File: src/rtl/clk_enable_gen.sv
// Multi-channel fractional clock-enable generator behind the system PLL.
// Phase accumulators produce per-channel enables; a lock supervisor gates the core reset.
module clk_enable_gen #(
    parameter int unsigned NCH         = 4,
    parameter int unsigned ACC_W       = 32,
    parameter int unsigned LOCK_CYCLES = 1024,
    parameter logic [NCH*ACC_W-1:0] INC_INIT = '0,
    localparam int unsigned SEL_W      = (NCH > 1) ? $clog2(NCH) : 1
) (
    input  logic             clk,
    input  logic             resetn,
    input  logic             pll_lock,
    input  logic             inc_wr,
    input  logic [SEL_W-1:0] inc_sel,
    input  logic [ACC_W-1:0] inc_data,
    output logic             inc_ready,
    output logic [NCH-1:0]   ce,
    output logic             run,
    output logic             sys_rst_n
);

    localparam int unsigned CNT_W = $clog2(LOCK_CYCLES);

    typedef enum logic [1:0] {
        ST_WAIT   = 2'd0,
        ST_SETTLE = 2'd1,
        ST_RUN    = 2'd2
    } state_t;

    state_t           state;
    logic [CNT_W-1:0] cnt;
    logic             lock_m;
    logic             lock_s;

    logic [ACC_W-1:0] acc  [NCH];
    logic [ACC_W-1:0] inc  [NCH];
    logic [ACC_W-1:0] pval [NCH];
    logic [ACC_W:0]   sum  [NCH];
    logic [NCH-1:0]   pend;
    logic [NCH-1:0]   wr_hit;
    logic             accum_en;
    logic             ready_c;

    // Two-stage synchronizer for the asynchronous PLL lock.
    always_ff @(posedge clk or negedge resetn) begin
        if (!resetn) begin
            lock_m <= 1'b0;
            lock_s <= 1'b0;
        end else begin
            lock_m <= pll_lock;
            lock_s <= lock_m;
        end
    end

    // Lock supervisor: RUN once the synced lock has held for LOCK_CYCLES cycles.
    always_ff @(posedge clk or negedge resetn) begin
        if (!resetn) begin
            state     <= ST_WAIT;
            cnt       <= '0;
            run       <= 1'b0;
            sys_rst_n <= 1'b0;
        end else begin
            sys_rst_n <= run;
            case (state)
                ST_WAIT: begin
                    cnt <= '0;
                    if (lock_s) begin
                        state <= ST_SETTLE;
                    end
                end
                ST_SETTLE: begin
                    if (!lock_s) begin
                        state <= ST_WAIT;
                        cnt   <= '0;
                    end else begin
                        cnt <= cnt + 1'b1;
                        if (cnt == CNT_W'(LOCK_CYCLES - 2)) begin
                            state <= ST_RUN;
                            run   <= 1'b1;
                        end
                    end
                end
                ST_RUN: begin
                    cnt <= '0;
                    if (!lock_s) begin
                        state <= ST_WAIT;
                        run   <= 1'b0;
                    end
                end
                default: begin
                    state <= ST_WAIT;
                    cnt   <= '0;
                    run   <= 1'b0;
                end
            endcase
        end
    end

    // Accumulation is suppressed on the edge that sees lock loss, so acc/ce clear there.
    always_comb begin
        accum_en = (state == ST_RUN) && lock_s;
        ready_c  = 1'b0;
        wr_hit   = '0;
        for (int i = 0; i < NCH; i++) begin
            sum[i] = {1'b0, acc[i]} + {1'b0, inc[i]};
            if (inc_sel == SEL_W'(i)) begin
                ready_c   = ~pend[i];
                wr_hit[i] = inc_wr & ~pend[i];
            end
        end
    end

    assign inc_ready = ready_c;

    // A staged increment swaps in only on a carry edge, keeping every period whole.
    always_ff @(posedge clk or negedge resetn) begin
        if (!resetn) begin
            for (int i = 0; i < NCH; i++) begin
                acc[i]  <= '0;
                inc[i]  <= INC_INIT[i*ACC_W +: ACC_W];
                pval[i] <= '0;
            end
            pend <= '0;
            ce   <= '0;
        end else begin
            for (int i = 0; i < NCH; i++) begin
                if (accum_en) begin
                    acc[i] <= sum[i][ACC_W-1:0];
                    ce[i]  <= sum[i][ACC_W];
                end else begin
                    acc[i] <= '0;
                    ce[i]  <= 1'b0;
                end
                if (wr_hit[i]) begin
                    pval[i] <= inc_data;
                    pend[i] <= 1'b1;
                end else if (pend[i] && (!accum_en || sum[i][ACC_W])) begin
                    inc[i]  <= pval[i];
                    pend[i] <= 1'b0;
                end
            end
        end
    end

endmodule
File: config.mk
export PLATFORM = sky130hd
export DESIGN_NAME = clk_enable_gen
export DESIGN_NICKNAME = d
export VERILOG_FILES = /design/src/rtl/clk_enable_gen.sv
export SDC_FILE = /design/constraint.sdc
export NUM_CORES = 1
export LEC_CHECK = 0
export CORE_MARGIN = 2
export CORE_UTILIZATION = 35
export CTS_BUF_LIST = sky130_fd_sc_hd__clkbuf_16
export CTS_CLUSTER_SIZE = 12
export DETAILED_ROUTE_END_ITERATION = 10
export PLACE_DENSITY_LB_ADDON = 0.08
export SYNTH_ARGS = -nofsm -noshare
export SYNTH_HDL_FRONTEND = slang
export SYNTH_SLANG_ARGS = --single-unit
File: constraint.sdc
create_clock -name clk -period 4.3 [get_ports clk]
set_clock_uncertainty 0.15 [all_clocks]
set_input_delay 0.645 -clock clk [delete_from_list [all_inputs] [get_ports clk]]
set_output_delay 0.645 -clock clk [all_outputs]
set_load 0.005 [all_outputs]
==> results of run 1 <==
-- flip-flops by register name, summed over array words and instances, names as in the netlist --
name,count
acc,128
inc,128
pval,128
cnt,10
ce,4
pend,4
state,2
lock_m,1
lock_s,1
run,1
sys_rst_n,1
-- placed cells by master (no fill, tap or decap), drive strengths merged, types with 5 or more instances in the layout --
| master | n |
|---|---|
| buf | 24 |
| o211ai | 10 |
| mux2 | 224 |
| or3 | 7 |
| nand2 | 175 |
| and2 | 8 |
| a31oi | 15 |
| nor2 | 164 |
| nand3 | 26 |
| inv | 48 |
| nor4 | 6 |
| xor2 | 44 |
| clkinv | 26 |
| a211oi | 18 |
| and3 | 23 |
| a221oi | 5 |
| nor3 | 39 |
| clkbuf | 50 |
| nor2b | 5 |
| o21ai | 73 |
| o21bai | 21 |
| o21a | 20 |
| a21oi | 133 |
| nand2b | 10 |
| o31ai | 6 |
| ha | 130 |
| dfrtp | 408 |
| a21boi | 7 |
| nand4 | 37 |
| bufinv | 5 |
| mux2i | 8 |
| a21o | 71 |
| xnor2 | 55 |
| a211o | 5 |
| clkdlybuf4s50 | 43 |
-- metal layers --
metal  vias to the layer above  share of wire [%]  global-route usage [%]
li1                       7087                  -                       -
met1                      7301                 48                    23.6
met2                       255                 46                    27.0
met3                        67                3.7                    2.44
met4                         0                2.1                    4.96
met5                         -                  0                       0
-- synthesized netlist by cell type, types with 4 or more instances --
| cell | instances | area (sq um) |
|---|---|---|
| fa_1 | 4 | 80.1 |
| nand4_1 | 37 | 231 |
| nand3_1 | 26 | 130 |
| a2111oi_0 | 4 | 35.0 |
| o21ai_0 | 68 | 340 |
| nor2_1 | 164 | 616 |
| xor2_1 | 44 | 385 |
| mux2i_1 | 8 | 80.1 |
| nor3_1 | 39 | 195 |
| mux2_1 | 6 | 67.6 |
| mux2_4 | 30 | 450 |
| dfrtp_1 | 408 | 10200 |
| o211ai_1 | 10 | 75.1 |
| nor2b_1 | 5 | 31.3 |
| a21boi_0 | 6 | 45.0 |
| o21bai_1 | 21 | 158 |
| clkbuf_1 | 70 | 263 |
| and3_1 | 23 | 144 |
| and4_1 | 4 | 35.0 |
| nand2b_1 | 10 | 62.6 |
| a31o_2 | 4 | 35.0 |
| a221oi_1 | 5 | 43.8 |
| buf_2 | 11 | 55.1 |
| nand2_1 | 175 | 657 |
| a211o_1 | 5 | 43.8 |
| o21ai_1 | 5 | 25.0 |
| ha_1 | 130 | 1630 |
| xnor2_1 | 55 | 482 |
| a211oi_1 | 17 | 128 |
| mux2_2 | 188 | 2120 |
| and2_1 | 8 | 50.1 |
| or3_1 | 7 | 43.8 |
| a21o_1 | 71 | 533 |
| a31oi_1 | 14 | 87.6 |
| inv_1 | 40 | 150 |
| nor4_1 | 6 | 37.5 |
| o31ai_1 | 4 | 30.0 |
| o21a_1 | 20 | 150 |
| a21oi_1 | 132 | 661 |
-- worst max-delay path, cell delays in order, from the launching register on --
cell and delay, ns:
dfrtp_1 0.38, ha_1 0.23, fa_1 0.42, a21o_1 0.21, a21oi_1 0.35, or3_1 0.19
o21ai_0 0.14, o21ai_1 0.33, o21ai_1 0.20, o21a_1 0.20, buf_4 0.28, mux2_1 0.37
-- power groups by stage --
stage,clock network (mW),logic [mW],registers (mW)
2_1_floorplan,0,1.94,4.81
3_3_place_gp,0,2.43,4.99
3_5_place_dp,0,2.47,4.99
4_1_cts,4.24,2.48,4.93
5_1_grt,4.39,2.75,5.00
6_report,4.08,2.46,4.91
-- metrics by stage --
| stage | util, % | std cells | total power [mW] | hold slack, ns | instance area [sq um] |
|---|---|---|---|---|---|
| floorplan | - | 1958 | 6.75 | 0.181 | 21300 |
| global placement | 37.5 | 2717 | 7.41 | 0.185 | 22600 |
| detailed placement | 37.5 | 2717 | 7.46 | 0.196 | 22600 |
| CTS | 40.2 | 2808 | 11.6 | 0.210 | 24200 |
| global route | 40.2 | 2808 | 12.1 | 0.217 | 24200 |
| finish | 40.2 | 2808 | 11.5 | 0.208 | 24200 |
-- worst min-delay path by stage --
| stage | start | to | slack, ns | cells after the start |
|---|---|---|---|---|
| after detailed placement | lock_m$_DFF_PN0_ | lock_s$_DFF_PN0_ | 0.20 | 0 |
| final | lock_m$_DFF_PN0_ | lock_s$_DFF_PN0_ | 0.21 | 0 |
| after global placement | lock_m$_DFF_PN0_ | lock_s$_DFF_PN0_ | 0.19 | 0 |
| after floorplan | lock_m$_DFF_PN0_ | lock_s$_DFF_PN0_ | 0.18 | 0 |
| after CTS | lock_m$_DFF_PN0_ | lock_s$_DFF_PN0_ | 0.21 | 0 |
| after global routing | lock_m$_DFF_PN0_ | lock_s$_DFF_PN0_ | 0.22 | 0 |
-- final cells by class --
cell class	instances	area, sq um
multi-input combinational	1420	10600
fill	5822	36100
tap	782	978
timing repair buffer	68	691
sequential	408	10200
clock inverter	40	315
clock buffer	50	1250
inverter	40	150
-- cell families (layout without fill, tap and decap cells) --
family / Yosys count / after routing / share of synthesized area, %
AOI/OAI and AO/OA: 430 / 430 / 13.4
xor gates and xnor gates: 99 / 99 / 4.07
adders and majority gates: 134 / 134 / 8.01
buffers and inverters: 130 / 198 / 2.51
DFF: 408 / 408 / 47.9
muxes: 233 / 233 / 12.9
and+or+nand+nor: 524 / 524 / 11.3
==> results.cfg, run 1 <==
[run_status]
outcome = finished, final reports clean

[placed_design]
portBuffers = 44
pre_cts_ws_ns = 0.802
routabilityCongestion = 0.838
place_hpwl_microns = 36900

[floorplan]
die_area_sq_mm = 0.0629
die_w_microns = 251
core_sq_mm = 0.0602
die_h_microns = 251
rows = 90
io_pins = 45
initial_utilization_pct = 35.4

[worst_setup_path]
critPathCapture = inc[40]$_DFFE_PN0P_
worst_setup_path_end_kind = flop
cp_max_fo = 32
crit_arrival_ns = 3.90
worstSetupStartpoint = inc[32]$_DFFE_PN0P_
timing.rr.end = inc[40]$_DFFE_PN0P_
worstRegToRegCells = 11
critPathKind = flop to flop
ff2ff_setup_slack_ns = 0.71
critPathLaunchType = flop
required_ns = 4.62
r2r_start = inc[32]$_DFFE_PN0P_

[yosys]
synth.avg_cell_area_sq_um = 10.9
synthFlopType = dfrtp_1
synthArstFlopShare_pct = 100
yosysSeqAreaShare_pct = 47.9
synth_seq_cells = 408
yosys.cell_types.count = 82
syn_inst = 1958
syn_area_sq_mm = 0.0213
ys_warn_count = 0
synth_fp_nets = 2130
synth_edf_count = 0

[cells_and_area]
syn_to_final_growth_pct = 13.6
drive_gt1_share_pct = 16.3
num_antenna_cells = 0
final_nets = 2160

[route]
ant_nets = 0
drtIter0Drc = 696
first_pass_iters = 5
via_per_inst = 5.24
drc = 0
finalWirelength_microns = 52200
vias = 14700
drt-wirelength-per-cell_microns = 18.6

[sta]
setup_tns_ns = 0
slew_violations = 0
slew_headroom_pct = 29.8
finalHoldViolations = 0
period_needed_ns = 3.59
setup_ws_ns = 0.715
fmax_mhz = 279
worstMarginPinSlew_ns = 1.05
fin_crit_sh_pct = 83.4
setup_violations = 0
rsz0062_at_grt = no

[power_and_ir_drop]
internal_power_mw = 8.06
seqPwrFrac_pct = 42.9
power_frac_comb_pct = 21.5
ir_drop_mv = 0.301
p_switching_mw = 3.39
clock_power_share_pct = 35.6
p_leak_nw = 11.4
p_per_area_mw_per_mm2 = 473
switching_share_pct = 29.6

[clock_network]
htreeDepth = 2
clk_pin_slew_worst_paths_ns = 0.06
clk_latency_ns = 0.59
cts_tree = yes
cts_sinks = 408
cts_buffer_depth = 3
cts_root_buffer = clkbuf_16
postCtsSetupBuffers = 0
cts-hold-fix-buffers = 1
cts_resized = 0
cts_buffers = 50

[global_route]
overflow = 0
grt_pass1_wl_microns = 84100
grt_pass1_vias = 14800
grt_usage_pct = 16.8
antenna_found_initial = 0
grt_max_degree = 93

[min_path]
hold_path.class = flop to flop

[job]
cap_violations = 0
No activity file was read; power rests on OpenSTA's default activity.
==> inputs of run 2 (changes only) <==
clock period = 3.55 ns   (was 4.3 ns; I/O delays follow)
==> results.cfg, run 2 (synthesis results as in run 1) <==
[run_status]
outcome = finished, final reports clean

[global_route]
grt_pass1_wl_microns = 83900
grt_max_degree = 95
overflow = 0
grt_use_met2_pct = 26.2
met1_usage_pct = 23.9
grtUsageMet3_pct = 2.39
grt_pass1_vias = 14900
grt_busiest_layer = met2
antenna_found_initial = 1
grt_usage_pct = 16.8

[cells_and_area]
seq_area_sq_mm = 0.0102
multi_input_area_sq_mm = 0.0106
final_common_cell = dfrtp_1
drive_gt1_share_pct = 17.4
mostFrequentLayoutCells = dfrtp_1 (408), mux2_2 (188), nand2_1 (174), nor2_1 (164), a21oi_1 (132)
num_antenna_cells = 0
final_nets = 2184
n_fill_cell = 5843
final_util_pct = 40.6
syn_to_final_growth_pct = 14.7
reg_top3 = acc: 128 flops, inc: 128 flops, pval: 128 flops

[power_and_ir_drop]
p_per_area_mw_per_mm2 = 563
seqPwrFrac_pct = 43.3
p_total_mw = 13.7
switching_share_pct = 29.7
power_frac_comb_pct = 21.9
ir_drop_mv = 0.370
p_leak_nw = 11.6
p_switching_mw = 4.08
internal_power_mw = 9.67
clock_power_share_pct = 34.8

[worst_setup_path]
cp_max_fo = 8
critPathLaunchType = flop
worstRegToRegCells = 12
slowest_stage = dfrtp_1
cpPeakStageDelay_ns = 0.41
required_ns = 3.85
crit_chain = ha_4 -> fa_2 -> a21o_1 -> nand4_1 -> a2111o_1 -> a31oi_4 -> o311ai_4 -> a211oi_4 -> o31ai_4 -> buf_6 -> clkbuf_16 -> mux2_2
worst_setup_path_end_kind = flop
crit_arrival_ns = 3.78
critPathKind = flop to flop

[route]
drtIter0Drc = 899
first_pass_iters = 5
finalWirelength_microns = 52900
drt-wirelength-per-cell_microns = 18.7
drc = 0
vias = 14800
ant_nets = 0
via_per_inst = 5.24

[floorplan]
die_area_sq_mm = 0.0629
die_w_microns = 251
initial_utilization_pct = 35.4
die_h_microns = 251
io_pins = 45
rows = 90
core_sq_mm = 0.0602

[placed_design]
place_hpwl_microns = 36900
portBuffers = 44
routabilityCongestion = 0.852

[clock_network]
htreeDepth = 2
cts_root_buffer = clkbuf_16
cts_sinks = 408
cts_buffers = 49
cts_buffer_depth = 3
clk_latency_ns = 0.59
clk_pin_slew_worst_paths_ns = 0.06
cts_tree = yes

[sta]
finalHoldViolations = 0
whs_ns = 0.200
fmax_mhz = 288
slew_headroom_pct = 44.3
worstMarginPinSlew_ns = 0.835
period_needed_ns = 3.47
slew_violations = 0
fin_crit_sh_pct = 97.9
setup_violations = 0

[min_path]
min_path_cells = 0
hold_path.class = flop to flop

[job]
cap_violations = 0
-- run 2: changes by cell type in the layout (fill, tap and decap cells not counted), moves of 2 or more --
cell      delta
inv_1        +8
clkinv_2     +2
clkinv_1     -7
buf_12       +3
buf_4       +16
buf_6        +3
-- run 2: final timing paths --
kind / startpoint / end / slack (ns)
setup / recovery: inc[64]$_DFFE_PN0P_ / inc[95]$_DFFE_PN0P_ / 0.08
hold / removal: lock_m$_DFF_PN0_ / lock_s$_DFF_PN0_ / 0.20
setup reg to reg: inc[64]$_DFFE_PN0P_ / inc[95]$_DFFE_PN0P_ / 0.08
hold reg to reg: lock_m$_DFF_PN0_ / lock_s$_DFF_PN0_ / 0.20
max in group asynchronous: resetn / acc[26]$_DFF_PN0_ / 1.94
min in group asynchronous: resetn / pval[2]$_DFFE_PN0P_ / 0.44
-- run 2: critical path: cells and delay by family, from the launching register on --
kind,cells,cell delay [ns]
AND/OR/NAND/NOR,1,0.11
flip-flops,1,0.41
buffers and inverters,2,0.36
AO/OA/AOI/OAI,6,1.40
adder cells (fa/ha/maj),2,0.57
multiplexers,1,0.34
-- run 2: metal layers --
metal	routed length (microns)	share of wire [%]
met3	1940	3.7
met4	1710	3.2
met5	13	0.025
met1	26000	49
met2	23300	44
-- run 2: power groups by stage --
stage          logic [mW]  clock network, mW  registers (mW)
2_1_floorplan        2.35                  0            5.82
3_3_place_gp         2.94                  0            6.03
3_5_place_dp         2.99                  0            6.04
4_1_cts              3.01               4.98            5.97
5_1_grt              3.37               5.16            6.07
6_report             3.01               4.79            5.95
-- run 2: metrics by stage --
stage	setup slack [ns]	cells	setup TNS [ns]	area [sq um]
global route	-0.0396	2834	-0.314	24400
detailed placement	0.100	2733	0	22800
CTS	0.0616	2825	0	24300
finish	0.0759	2834	0	24400
floorplan	0.443	1958	0	21300
global placement	0.150	2733	0	22800
-- run 2: area by class of cell --
class                           count  share of cell area (%)
Inverter                           40                   0.614
Multi-Input combinational cell   1420                    43.4
Timing Repair Buffer               93                    3.97
Tap cell                          782                    4.00
Clock buffer                       49                    5.02
Sequential cell                   408                    41.8
Clock inverter                     42                    1.19
-- run 2: timing repair --
item                       4_1_cts  5_1_grt
hold buffers                     1        0
setup buffers                    0        6
hold endpoints to repair        79        0
setup endpoints to repair        0       53
resized for setup                0       10
